### src/rtl/mem_arb_pkg.sv
// Shared types and constants for the memory arbiter slice.
// Holds the FSM state enum, burst geometry and address masks.
package mem_arb_pkg;

  localparam int          BURST_WORDS = 8;
  localparam int          MEM_LAT     = 4;
  localparam logic [15:0] LINE_MASK   = 16'hFFF0;
  localparam logic [15:0] WORD_STEP   = 16'd2;

  typedef enum logic [1:0] {
    S_IDLE,
    S_I_FILL,
    S_D_FILL,
    S_D_WRITE
  } state_e;

endpackage

### src/rtl/mem_burst_seq.sv
// Line-fill burst sequencer: issue/return counters, read address
// generation and last-word detect.
// Ports: i_active (fill in progress), i_base, i_mem_valid in;
//        o_issue_en, o_addr, o_ret_idx, o_last out.
module mem_burst_seq
  import mem_arb_pkg::*;
#(
  parameter int BW = BURST_WORDS
) (
  input  logic        clk,
  input  logic        rst_n,
  input  logic        i_active,
  input  logic [15:0] i_base,
  input  logic        i_mem_valid,
  output logic        o_issue_en,
  output logic [15:0] o_addr,
  output logic [2:0]  o_ret_idx,
  output logic        o_last
);

  localparam logic [3:0] CNT_MAX  = 4'(BW);
  localparam logic [3:0] CNT_LAST = 4'(BW - 1);

  logic [3:0]  r_issue_cnt;
  logic [3:0]  r_ret_cnt;
  logic [15:0] w_off;

  // Counters sit at zero whenever no fill is running.
  always_ff @(posedge clk or negedge rst_n) begin
    if (!rst_n) begin
      r_issue_cnt <= '0;
      r_ret_cnt   <= '0;
    end else if (!i_active) begin
      r_issue_cnt <= '0;
      r_ret_cnt   <= '0;
    end else begin
      if (r_issue_cnt < CNT_MAX)
        r_issue_cnt <= r_issue_cnt + 4'd1;
      if (i_mem_valid && (r_ret_cnt < CNT_MAX))
        r_ret_cnt <= r_ret_cnt + 4'd1;
    end
  end

  assign w_off      = WORD_STEP * {12'd0, r_issue_cnt};
  assign o_issue_en = i_active && (r_issue_cnt < CNT_MAX);
  assign o_addr     = i_base + w_off;
  assign o_ret_idx  = r_ret_cnt[2:0];
  assign o_last     = i_active && i_mem_valid
                   && (r_ret_cnt == CNT_LAST);

endmodule

### src/rtl/mem_arbiter.sv
// Shared-memory arbiter: D side at fixed priority over I side,
// 8-word line fills or single D writes to a pipelined memory.
// Ports: i_* I-side fill, d_* D-side fill/write, mem_* memory.
module mem_arbiter
  import mem_arb_pkg::*;
(
  input  logic        clk,
  input  logic        rst_n,
  input  logic        i_req,
  input  logic [15:0] i_addr,
  output logic        i_grant,
  output logic        i_data_valid,
  output logic [2:0]  i_word_idx,
  output logic [15:0] i_data,
  output logic        i_done,
  input  logic        d_req,
  input  logic        d_wr,
  input  logic [15:0] d_addr,
  input  logic [15:0] d_wdata,
  output logic        d_grant,
  output logic        d_data_valid,
  output logic [2:0]  d_word_idx,
  output logic [15:0] d_data,
  output logic        d_done,
  output logic        mem_en,
  output logic        mem_wr,
  output logic [15:0] mem_addr,
  output logic [15:0] mem_wdata,
  input  logic [15:0] mem_rdata,
  input  logic        mem_valid
);

  state_e      r_state;
  logic [15:0] r_base;
  logic [15:0] r_wdata;
  logic        r_i_done;
  logic        r_d_done;

  logic        w_i_fill;
  logic        w_d_fill;
  logic        w_d_wr_st;
  logic        w_fill;
  logic        w_issue_en;
  logic [15:0] w_seq_addr;
  logic [2:0]  w_ret_idx;
  logic        w_last;
  logic        w_i_req;
  logic        w_d_req;
  logic        w_i_dv;
  logic        w_d_dv;

  assign w_i_fill  = (r_state == S_I_FILL);
  assign w_d_fill  = (r_state == S_D_FILL);
  assign w_d_wr_st = (r_state == S_D_WRITE);
  assign w_fill    = w_i_fill || w_d_fill;

  // A requester is blind during its own done cycle so a level
  // request still held from the finished burst does not re-win.
  assign w_i_req = i_req && !r_i_done;
  assign w_d_req = d_req && !r_d_done;

  mem_burst_seq u_seq (
    .clk         (clk),
    .rst_n       (rst_n),
    .i_active    (w_fill),
    .i_base      (r_base),
    .i_mem_valid (mem_valid),
    .o_issue_en  (w_issue_en),
    .o_addr      (w_seq_addr),
    .o_ret_idx   (w_ret_idx),
    .o_last      (w_last)
  );

  always_ff @(posedge clk or negedge rst_n) begin
    if (!rst_n) begin
      r_state  <= S_IDLE;
      r_base   <= '0;
      r_wdata  <= '0;
      r_i_done <= 1'b0;
      r_d_done <= 1'b0;
    end else begin
      r_i_done <= 1'b0;
      r_d_done <= 1'b0;
      unique case (r_state)
        S_IDLE: begin
          if (w_d_req) begin
            if (d_wr) begin
              r_state <= S_D_WRITE;
              r_base  <= d_addr;
              r_wdata <= d_wdata;
            end else begin
              r_state <= S_D_FILL;
              r_base  <= d_addr & LINE_MASK;
            end
          end else if (w_i_req) begin
            r_state <= S_I_FILL;
            r_base  <= i_addr & LINE_MASK;
          end
        end
        S_I_FILL: begin
          if (w_last) begin
            r_state  <= S_IDLE;
            r_i_done <= 1'b1;
          end
        end
        S_D_FILL: begin
          if (w_last) begin
            r_state  <= S_IDLE;
            r_d_done <= 1'b1;
          end
        end
        S_D_WRITE: begin
          r_state  <= S_IDLE;
          r_d_done <= 1'b1;
        end
        default: r_state <= S_IDLE;
      endcase
    end
  end

  assign w_i_dv = w_i_fill && mem_valid;
  assign w_d_dv = w_d_fill && mem_valid;

  assign i_grant      = w_i_fill;
  assign i_data_valid = w_i_dv;
  assign i_word_idx   = w_i_dv ? w_ret_idx : 3'd0;
  assign i_data       = w_i_dv ? mem_rdata : 16'd0;
  assign i_done       = r_i_done;

  assign d_grant      = w_d_fill || w_d_wr_st;
  assign d_data_valid = w_d_dv;
  assign d_word_idx   = w_d_dv ? w_ret_idx : 3'd0;
  assign d_data       = w_d_dv ? mem_rdata : 16'd0;
  assign d_done       = r_d_done;

  always_comb begin
    mem_en    = 1'b0;
    mem_wr    = 1'b0;
    mem_addr  = 16'd0;
    mem_wdata = 16'd0;
    unique case (1'b1)
      w_d_wr_st: begin
        mem_en    = 1'b1;
        mem_wr    = 1'b1;
        mem_addr  = r_base;
        mem_wdata = r_wdata;
      end
      (w_fill && w_issue_en): begin
        mem_en   = 1'b1;
        mem_addr = w_seq_addr;
      end
      default: ;
    endcase
  end

endmodule

### config.mk
export PLATFORM = sky130hd
export DESIGN_NAME = mem_arbiter
export DESIGN_NICKNAME = d
export VERILOG_FILES = /design/src/rtl/mem_arb_pkg.sv /design/src/rtl/mem_burst_seq.sv /design/src/rtl/mem_arbiter.sv
export SDC_FILE = /design/constraint.sdc
export NUM_CORES = 1
export LEC_CHECK = 0
export CAP_MARGIN = 20
export CORE_MARGIN = 2
export CORE_UTILIZATION = 41
export CTS_BUF_LIST = sky130_fd_sc_hd__clkbuf_8
export DETAILED_ROUTE_END_ITERATION = 8
export GPL_TIMING_DRIVEN = 1
export PLACE_DENSITY_LB_ADDON = 0.3
export SLEW_MARGIN = 25
export SYNTH_ARGS = -nofsm -noshare
export SYNTH_HDL_FRONTEND = slang
export SYNTH_SLANG_ARGS = --single-unit
### constraint.sdc
create_clock -name clk -period 2.9 [get_ports clk]
set_clock_uncertainty 0.2 [all_clocks]
set_input_delay 0.435 -clock clk [delete_from_list [all_inputs] [get_ports clk]]
set_output_delay 0.435 -clock clk [all_outputs]
set_load 0.1 [all_outputs]
==> results of run 1 <==
[cells by family after synthesis]
kind of cell | count (synthesis)
AOI/OAI and AO/OA | 59
xor gates and xnor gates | 6
adders and majority gates | 11
buffers and inverters | 27
DFF | 44
muxes | 30
and+or+nand+nor | 122
[worst max-delay path, stage by stage (launching register included)]
cell and delay, ns:
dfrtp_1 0.43, ha_2 0.23, fa_2 0.35, and3_4 0.21
o211ai_1 0.29, buf_4 0.20, o31ai_2 0.07, buf_12 0.19
[power by group]
| group | leakage [nW] | total (mW) | switching [mW] | internal, mW |
|---|---|---|---|---|
| Combinational | 1.85 | 4.98 | 3.15 | 1.82 |
| Sequential | 0.549 | 1.16 | 0.280 | 0.878 |
| Clock | 0.0452 | 0.403 | 0.227 | 0.176 |
[cell usage in the layout (no fill, tap or decap), types with 5 or more instances in the layout]
cell | synthesis | final
buf_12 | 0 | 74
clkdlybuf4s50_1 | 0 | 64
dfrtp_1 | 44 | 42
and3_1 | 42 | 41
nand2_1 | 25 | 24
and2_1 | 23 | 23
buf_4 | 1 | 21
mux2_2 | 16 | 16
mux2i_1 | 14 | 14
o21ai_1 | 9 | 10
nor2b_1 | 7 | 7
o21ai_0 | 12 | 7
a22o_1 | 6 | 6
inv_1 | 6 | 6
nand2b_1 | 8 | 6
ha_1 | 10 | 6
clkbuf_8 | 0 | 5
[metal layers]
| metal | track usage | up-vias | share of wire |
|---|---|---|---|
| li1 | - | 1372 | - |
| met1 | 0.268 | 1415 | 0.38 |
| met2 | 0.386 | 115 | 0.54 |
| met3 | 0.0512 | 13 | 0.067 |
| met4 | 0.0755 | 0 | 0.015 |
| met5 | 0 | - | 0 |
[cell type report]
class                      count  area [um^2]
tap                           80          100
clock inverter                 3         25.0
timing repair buffer         160         2290
clock buffer                   5         68.8
sequential                    44         1100
fill                         407         1320
inverter                       6         22.5
multi-input combinational    229         1830
[timing repair]
action,4_1_cts,5_1_grt
hold endpoints to repair,0,44
endpoints found under the setup margin,9,11
setup buffers,2,5
cloned,0,1
pin swaps,3,6
hold buffers,0,1
gates resized for setup,9,14
[how the worst min path moves through the flow]
stage / start / end / slack (ns) / cells after the start
final: r_base[0]$_DFFE_PN0P_ / r_base[0]$_DFFE_PN0P_ / 0.31 / 1
after global placement: r_wdata[3]$_DFFE_PN0P_ / r_wdata[3]$_DFFE_PN0P_ / 0.28 / 1
after floorplan: rst_n / d_done$_DFF_PN0_ / -0.06 / 0
after CTS: rst_n / r_wdata[8]$_DFFE_PN0P_ / 0.10 / 1
after detailed placement: r_wdata[12]$_DFFE_PN0P_ / r_wdata[12]$_DFFE_PN0P_ / 0.29 / 1
after global routing: r_wdata[13]$_DFFE_PN0P_ / r_wdata[13]$_DFFE_PN0P_ / 0.33 / 1
[flip-flops by register name, indices dropped and copies added, names as in the netlist]
| register | flops |
|---|---|
| u_seq.r_ret_cnt | 4 |
| r_wdata | 16 |
| r_state | 2 |
| u_seq.r_issue_cnt | 4 |
| i_done | 1 |
| d_done | 1 |
| r_base | 16 |
[metrics by stage]
step                setup WS (ns)  area [um^2]  setup TNS, ns   util
CTS                       0.00788         5320              0  0.787
detailed placement         0.0789         5170              0  0.765
finish                   -0.00901         5440        -0.0136  0.805
global placement            0.149         5170              0  0.765
floorplan                  -0.334         2950          -2.92      -
global route              -0.0699         5440         -0.232  0.805
==> impl_metrics.csv, run 1 <==
group,metric,value,unit
die,die_y,87.5,um
detailed_routing,antenna_left,0,
finish,n_antenna_cell,0,
synthesis,ys_types,47,
die,initial_core_util,0.423,
synthesis,syn_avg_cell_area,9.55,um^2
detailed_routing,dr.pass1.iters,4,
worst_setup_path,cp.arrival,2.27,ns
sta,relSlewSlack,0.582,
synthesis,yosysTopAreaCell,"dfrtp_1",
sta,setup_slack,-0.00901,ns
detailed_routing,post_drt_wl_per_cell,16.7,um
worst_setup_path,path_max_fanout,5,
synthesis,synthTopCellsByArea,"dfrtp_1, and3_1, mux2_2",
synthesis,synth_compound_area_frac,0.143,
synthesis,yosys.area_share.xor_xnor,0.0184,
worst_setup_path,endpoint_kind,"output pin",
clock_network,clk_pin_slew,0.10,ns
worst_setup_path,start_kind,"register",
die,io_pins,148,
detailed_routing,num_vias,2915,
min_path,hold_path_class,"reg2reg",
detailed_routing,finalWirelength,8.80,mm
worst_setup_path,rrSetupSlack,1.00,ns
placement,place.gp.congestion,0.839,
clock_network,clock_latency,0.30,ns
synthesis,synth-edff-count,0,
synthesis,syn_area,2860,um^2
grt,grt_usage,0.222,
run_status,violations,"setup timing",
synthesis,synth_adder_area_share,0.0508,
synthesis,synth_nets,380,
finish,drive_above_1_share,0.340,
synthesis,ys_warn_count,0,
synthesis,synth_cells,299,
worst_setup_path,critPathCapture,"mem_addr[9]",
synthesis,yosys.area_share.simple,0.245,
detailed_routing,drt_iter0_drc,160,
worst_setup_path,worstPathRequired,2.27,ns
pwr,powerDensity,1200,nW/um^2
synthesis,async_flop_share,1.00,
clock_network,cts_tree,"done",
pwr,p_leak,2.45,nW
synthesis,synth_top_family_by_area,"simple AND/OR/NAND/NOR gates",
sta,rsz0062_at_grt,"true",
grt,grt_pass1_vias,2866,
die,chipWidth,87.5,um
die,num_rows,30,
finish,nNetsFinal,527,
placement,io_buffers,143,
clock_network,clockRootBuffer,"clkbuf_8",
sta,final_max_slew_viol_count,0,
synthesis,ys_ff_latch,44,
synthesis,ys_seq_area_frac,0.385,
placement,hpwl,6.52,mm
synthesis,synthTopCellsByCount,"dfrtp_1, and3_1, nand2_1",
finish,final_cells,527,
pwr,p_total,6.54,mW
worst_setup_path,reg2reg_from,"r_state[1]$_DFFE_PN0P_",
clock_network,h-tree-depth,2,
worst_setup_path,path_class,"reg2out",
sta,fmax,344,MHz
run_status,status,"finished, violations left",
pwr,irDropWorstVdd,552,uV
synthesis,ys.flop_type,"dfrtp_1",
detailed_routing,drc_errors,0,
finish,area_delta_synth_final,90.3,%
synthesis,synth_most_common_cell,"dfrtp_1",
sta,whs,0.308,ns
synthesis,synth_top_cell_area_share,0.385,
sta,fin_crit_sh,1.00,
sta,worstMarginPinSlew,0.627,ns
placement,dp.cells,510,
clock_network,cts_sinks,44,
sta,setup_violations,2,
detailed_routing,vias_per_cell,5.53,
die,core-area,6760,um^2
clock_network,ctsLongestPathBuffers,2,
grt,grt_max_degree,45,
clock_network,cts_buffers,5,
worst_setup_path,reg2reg_to,"r_wdata[9]$_DFFE_PN0P_",
die,die-area,7650,um^2
grt,gr-total-overflow,0,
synthesis,synthMuxAreaShare,0.112,
grt,grt_antenna_before_repair,0,
worst_setup_path,reg2reg_depth,5,
sta,period_minus_slack,2.91,ns
flow_run,drv_cap,0,
worst_setup_path,crit_path_start,"r_base[1]$_DFFE_PN0P_",
grt,grt_pass1_wl,13.5,mm
sta,hold_viol,0,
(Power assumes the default switching activity.)
==> inputs of run 2 (changes only) <==
CAP_MARGIN = unset   (was 20)
GPL_TIMING_DRIVEN = 0   (was 1)
SLEW_MARGIN = unset   (was 25)
==> impl_metrics.csv, run 2 (synthesis gave the netlist of run 1 again) <==
group,metric,value,unit
placement,place.gp.congestion,0.822,
detailed_routing,vias_per_cell,5.57,
sta,fin_crit_sh,0.994,
clock_network,clk_pin_slew,0.08,ns
worst_setup_path,max_stage_delay,0.43,ns
detailed_routing,drt_iter0_drc,111,
grt,grt_max_degree,38,
worst_setup_path,slowest_stage,"dfrtp_1",
grt,gr-total-overflow,0,
sta,setup_violations,0,
placement,dpl_worst_slack,-0.824,ns
detailed_routing,drc_errors,0,
sta,whs,0.302,ns
worst_setup_path,path_class,"reg2out",
detailed_routing,dr.pass1.iters,4,
clock_network,ctsLongestPathBuffers,2,
worst_setup_path,cp.arrival,2.25,ns
die,num_rows,30,
finish,drive_above_1_share,0.342,
detailed_routing,num_vias,3033,
worst_setup_path,endpoint_kind,"output pin",
grt,grt_antenna_before_repair,0,
die,initial_core_util,0.423,
sta,final_max_slew_viol_count,0,
worst_setup_path,path_max_fanout,5,
placement,hpwl,6.47,mm
placement,io_buffers,143,
clock_network,clockRootBuffer,"clkbuf_8",
pwr,irDropWorstVdd,568,uV
die,chipWidth,87.5,um
finish,final_common_cell,"clkdlybuf4s50_1",
flow_run,drv_cap,0,
die,core-area,6760,um^2
worst_setup_path,start_kind,"register",
finish,layout_common_cells,"clkdlybuf4s50_1, clkdlybuf4s15_2, and3_1",
grt,grt_pass1_vias,2974,
sta,setup_slack,0.0184,ns
detailed_routing,antenna_left,0,
clock_network,clock_latency,0.29,ns
die,die-area,7650,um^2
pwr,p_leak,2.21,nW
finish,area_delta_synth_final,72.9,%
worst_setup_path,crit_chain,"ha_4, fa_2, and3_4, o211ai_1, buf_4, a21oi_4, o22ai_4, buf_12",
clock_network,cts_sinks,44,
sta,relSlewSlack,0.349,
die,die_y,87.5,um
finish,n_antenna_cell,0,
worst_setup_path,worstPathRequired,2.27,ns
sta,worstMarginPinSlew,0.973,ns
clock_network,h-tree-depth,2,
sta,hold_viol,0,
sta,fmax,347,MHz
die,io_pins,148,
sta,rsz0062_at_grt,"true",
detailed_routing,post_drt_wl_per_cell,16.8,um
worst_setup_path,path_buf_inv,2,
finish,reg_top3,"r_base: 16 flops, r_wdata: 16 flops",
pwr,powerDensity,1210,nW/um^2
finish,nNetsFinal,545,
grt,grt_pass1_wl,13.6,mm
grt,grt_usage,0.222,
worst_setup_path,path_delay_family,"adder cells",
detailed_routing,finalWirelength,9.14,mm
clock_network,cts_tree,"done",
run_status,status,"complete, no violations",
clock_network,cts_buffers,5,
min_path,hold_path_class,"reg2reg",
sta,period_minus_slack,2.88,ns
==> run 2: cell count changes in the layout (fill, tap and decap cells not counted), moves of 3 or more <==
cell	previous run	this run
buf_12	74	4
buf_2	0	9
buf_4	21	15
buf_6	0	8
clkbuf_1	0	11
clkdlybuf4s15_2	0	60
clkdlybuf4s50_1	64	67
o311ai_1	3	0
==> run 2: area by class of cell <==
cell class              instances  area [um^2]
multi-input cells             229         1860
fillers                       491         1820
repair buffers                157         1650
flip-flops and latches         44         1110
plain buffers                  21          106
well taps                      80          100
clock buffers                   6         82.6
inverters                       6         22.5
clock inverters                 2         11.3
==> run 2: routing by layer <==
metal	share of wire	GRT usage	vias to the layer above
met3	0.066	0.0512	26
met4	0.031	0.0867	0
met5	0	0	-
li1	-	-	1409
met1	0.39	0.260	1463
met2	0.52	0.390	135
==> run 2: stage by stage <==
| stage | cell area [um^2] | power (mW) | instances | TNS (ns) | utilization |
|---|---|---|---|---|---|
| after global routing | 4940 | 6.23 | 545 | -0.339 | 0.731 |
| final | 4940 | 5.95 | 545 | 0 | 0.731 |
| after global placement | 4480 | 5.22 | 522 | -24.56 | 0.663 |
| after CTS | 4760 | 5.75 | 536 | 0 | 0.704 |
| after detailed placement | 4490 | 5.31 | 523 | -26.03 | 0.665 |
| after floorplan | 2950 | 4.33 | 299 | -2.92 | - |
==> run 2: worst paths after layout <==
check / startpoint / to / slack, ns / cells after the start
setup / recovery: u_seq.r_issue_cnt[0]$_DFFE_PN0P_ / mem_addr[7] / 0.02 / 8
hold / removal: r_wdata[7]$_DFFE_PN0P_ / r_wdata[7]$_DFFE_PN0P_ / 0.30 / 1
setup reg to reg: r_state[0]$_DFFE_PN0P_ / r_wdata[15]$_DFFE_PN0P_ / 1.03 / 5
hold reg to reg: r_wdata[7]$_DFFE_PN0P_ / r_wdata[7]$_DFFE_PN0P_ / 0.30 / 1
max in group asynchronous: rst_n / u_seq.r_issue_cnt[3]$_DFFE_PN0P_ / 1.69 / 3
min in group asynchronous: rst_n / r_wdata[11]$_DFFE_PN0P_ / 0.33 / 2
==> run 2: power breakdown <==
| part | switching (mW) | total [mW] | internal [mW] |
|---|---|---|---|
| Sequential | 0.290 | 1.17 | 0.881 |
| Clock | 0.207 | 0.397 | 0.190 |
| Combinational | 3.07 | 4.38 | 1.31 |
| Total | 3.57 | 5.95 | 2.38 |
==> run 2: what timing repair did <==
item                                    4_1_cts  5_1_grt
hold buffers                                  1        0
endpoints found under the setup margin       74       14
cloned                                        0        1
gates resized for setup                     273       34
hold endpoints to repair                      7        0
buffers inserted                              4        8
pin swaps                                     4        9
==> inputs of run 3 (changes only) <==
REMOVE_ABC_BUFFERS = 1   (was unset)
==> impl_metrics.csv, run 3 (synthesis gave the netlist of run 1 again) <==
group,metric,value,unit
placement,place.gp.congestion,0.783,
placement,hpwl,5.69,mm
worst_setup_path,cp.arrival,2.22,ns
worst_setup_path,max_stage_delay,0.47,ns
min_path,hold_path_class,"reg2reg",
worst_setup_path,reg2reg_depth,3,
finish,drive_above_1_share,0.320,
sta,worstMarginPinSlew,0.990,ns
sta,fmax,350,MHz
finish,n_antenna_cell,0,
grt,grt_pass1_vias,2618,
clock_network,cts_tree,"done",
grt,grt_antenna_before_repair,0,
detailed_routing,drc_errors,0,
run_status,status,"complete, no violations",
worst_setup_path,slowest_stage,"buf_2",
grt,gr-total-overflow,0,
finish,nNetsFinal,521,
detailed_routing,drt_iter0_drc,145,
pwr,p_leak,2.09,nW
detailed_routing,vias_per_cell,5.39,
grt,grt_max_degree,44,
pwr,powerDensity,1220,nW/um^2
clock_network,cts_buffers,5,
finish,final_common_cell,"clkdlybuf4s50_1",
worst_setup_path,rrSetupSlack,0.42,ns
finish,reg_top3,"r_base: 16 flops, r_wdata: 16 flops",
sta,fin_crit_sh,0.986,
sta,rsz0062_at_grt,"true",
sta,relSlewSlack,0.338,
detailed_routing,post_drt_wl_per_cell,16.3,um
placement,dpl_worst_slack,-1.06,ns
min_path,min_to,"r_base[0]$_DFFE_PN0P_",
worst_setup_path,reg2reg_to,"r_wdata[3]$_DFFE_PN0P_",
worst_setup_path,path_max_fanout,3,
placement,placed_area,4300,um^2
finish,stdcell_area,4700,um^2
worst_setup_path,start_kind,"register",
grt,grt_usage,0.210,
die,num_rows,30,
worst_setup_path,crit_chain,"ha_2, fa_2, buf_4, xnor2_1, o21ai_0, buf_2",
die,initial_core_util,0.423,
sta,fin_tns_setup,0,ns
detailed_routing,finalWirelength,8.51,mm
sta,setup_violations,0,
die,io_pins,148,
flow_run,drv_cap,0,
detailed_routing,dr.pass1.iters,4,
detailed_routing,antenna_left,0,
pwr,irDropWorstVdd,519,uV
sta,period_minus_slack,2.86,ns
detailed_routing,num_vias,2808,
clock_network,clock_latency,0.30,ns
clock_network,cts_sinks,44,
worst_setup_path,endpoint_kind,"output pin",
clock_network,clockRootBuffer,"clkbuf_8",
worst_setup_path,path_buf_inv,2,
worst_setup_path,reg2reg_from,"d_done$_DFF_PN0_",
die,die_y,87.5,um
sta,setup_slack,0.0404,ns
clock_network,ctsLongestPathBuffers,2,
min_path,hold_start,"r_base[0]$_DFFE_PN0P_",
placement,io_buffers,143,
finish,area_delta_synth_final,64.7,%
worst_setup_path,path_delay_family,"buffers and inverters",
sta,hold_viol,0,
finish,layout_common_cells,"clkdlybuf4s50_1, clkdlybuf4s15_2, and3_1",
clock_network,clk_pin_slew,0.09,ns
die,die-area,7650,um^2
grt,grt_pass1_wl,12.8,mm
worst_setup_path,worstPathRequired,2.27,ns
sta,final_max_slew_viol_count,0,
worst_setup_path,path_class,"reg2out",
die,core-area,6760,um^2
min_path,hold_path_depth,1,
die,chipWidth,87.5,um
clock_network,h-tree-depth,2,
[run 3: area by class of cell]
type                    instances  area [um^2]
fillers                       538         2050
multi-input cells             229         1760
repair buffers                154         1600
flip-flops and latches         44         1110
well taps                      80          100
clock buffers                   5         68.8
clock inverters                 3         42.5
inverters                       6         22.5
[run 3: repair_timing]
action                                  CTS  global route
endpoints found under the setup margin   92            56
buffers inserted                          4             5
resized for setup                       302            24
hold buffers                              1             0
cloned                                    0             1
endpoints found under the hold margin     7             0
pin swaps                                 2             6
[run 3: metal layers]
| layer | GRT usage | part of all wire | wire length, um | vias up |
|---|---|---|---|---|
| met5 | 0 | 0 | 0 | - |
| met4 | 0.0545 | 0.010 | 87 | 0 |
| met3 | 0.0436 | 0.057 | 486 | 9 |
| met2 | 0.365 | 0.51 | 4320 | 95 |
| met1 | 0.263 | 0.42 | 3610 | 1348 |
| li1 | - | - | - | 1356 |
[run 3: metrics by stage]
stage	cells	util	hold slack, ns	total power, mW
final	521	0.696	0.301	5.75
after floorplan	278	-	-0.0606	4.08
after global routing	521	0.696	0.314	6.00
after global placement	501	0.634	0.282	4.95
after detailed placement	502	0.636	0.102	5.01
after CTS	515	0.679	0.304	5.61
[run 3: power breakdown]
group	internal [mW]	leakage, nW	switching [mW]
clock network	0.255	0.0541	0.223
registers	0.883	0.545	0.248
logic	1.18	1.49	2.96
total	2.32	2.09	3.43
[run 3: worst reg2reg max path, cell delays in order (launching register included)]
cell	delay, ns
dfrtp_1	0.41
nor2b_2	0.72
and3_2	0.64
mux2_2	0.41
[run 3: how the worst max path moves through the flow]
| stage | startpoint | end | slack [ns] | cells after the start |
|---|---|---|---|---|
| floorplan | u_seq.r_issue_cnt[3]$_DFFE_PN0P_ | mem_addr[14] | -2.00 | 5 |
| CTS | r_state[1]$_DFFE_PN0P_ | mem_addr[15] | -0.02 | 7 |
| finish | r_base[1]$_DFFE_PN0P_ | mem_addr[3] | 0.04 | 6 |
| global placement | r_state[0]$_DFFE_PN0P_ | mem_addr[13] | -1.04 | 6 |
| global route | r_base[1]$_DFFE_PN0P_ | mem_addr[3] | -0.03 | 6 |
| detailed placement | r_state[1]$_DFFE_PN0P_ | mem_addr[11] | -1.06 | 7 |
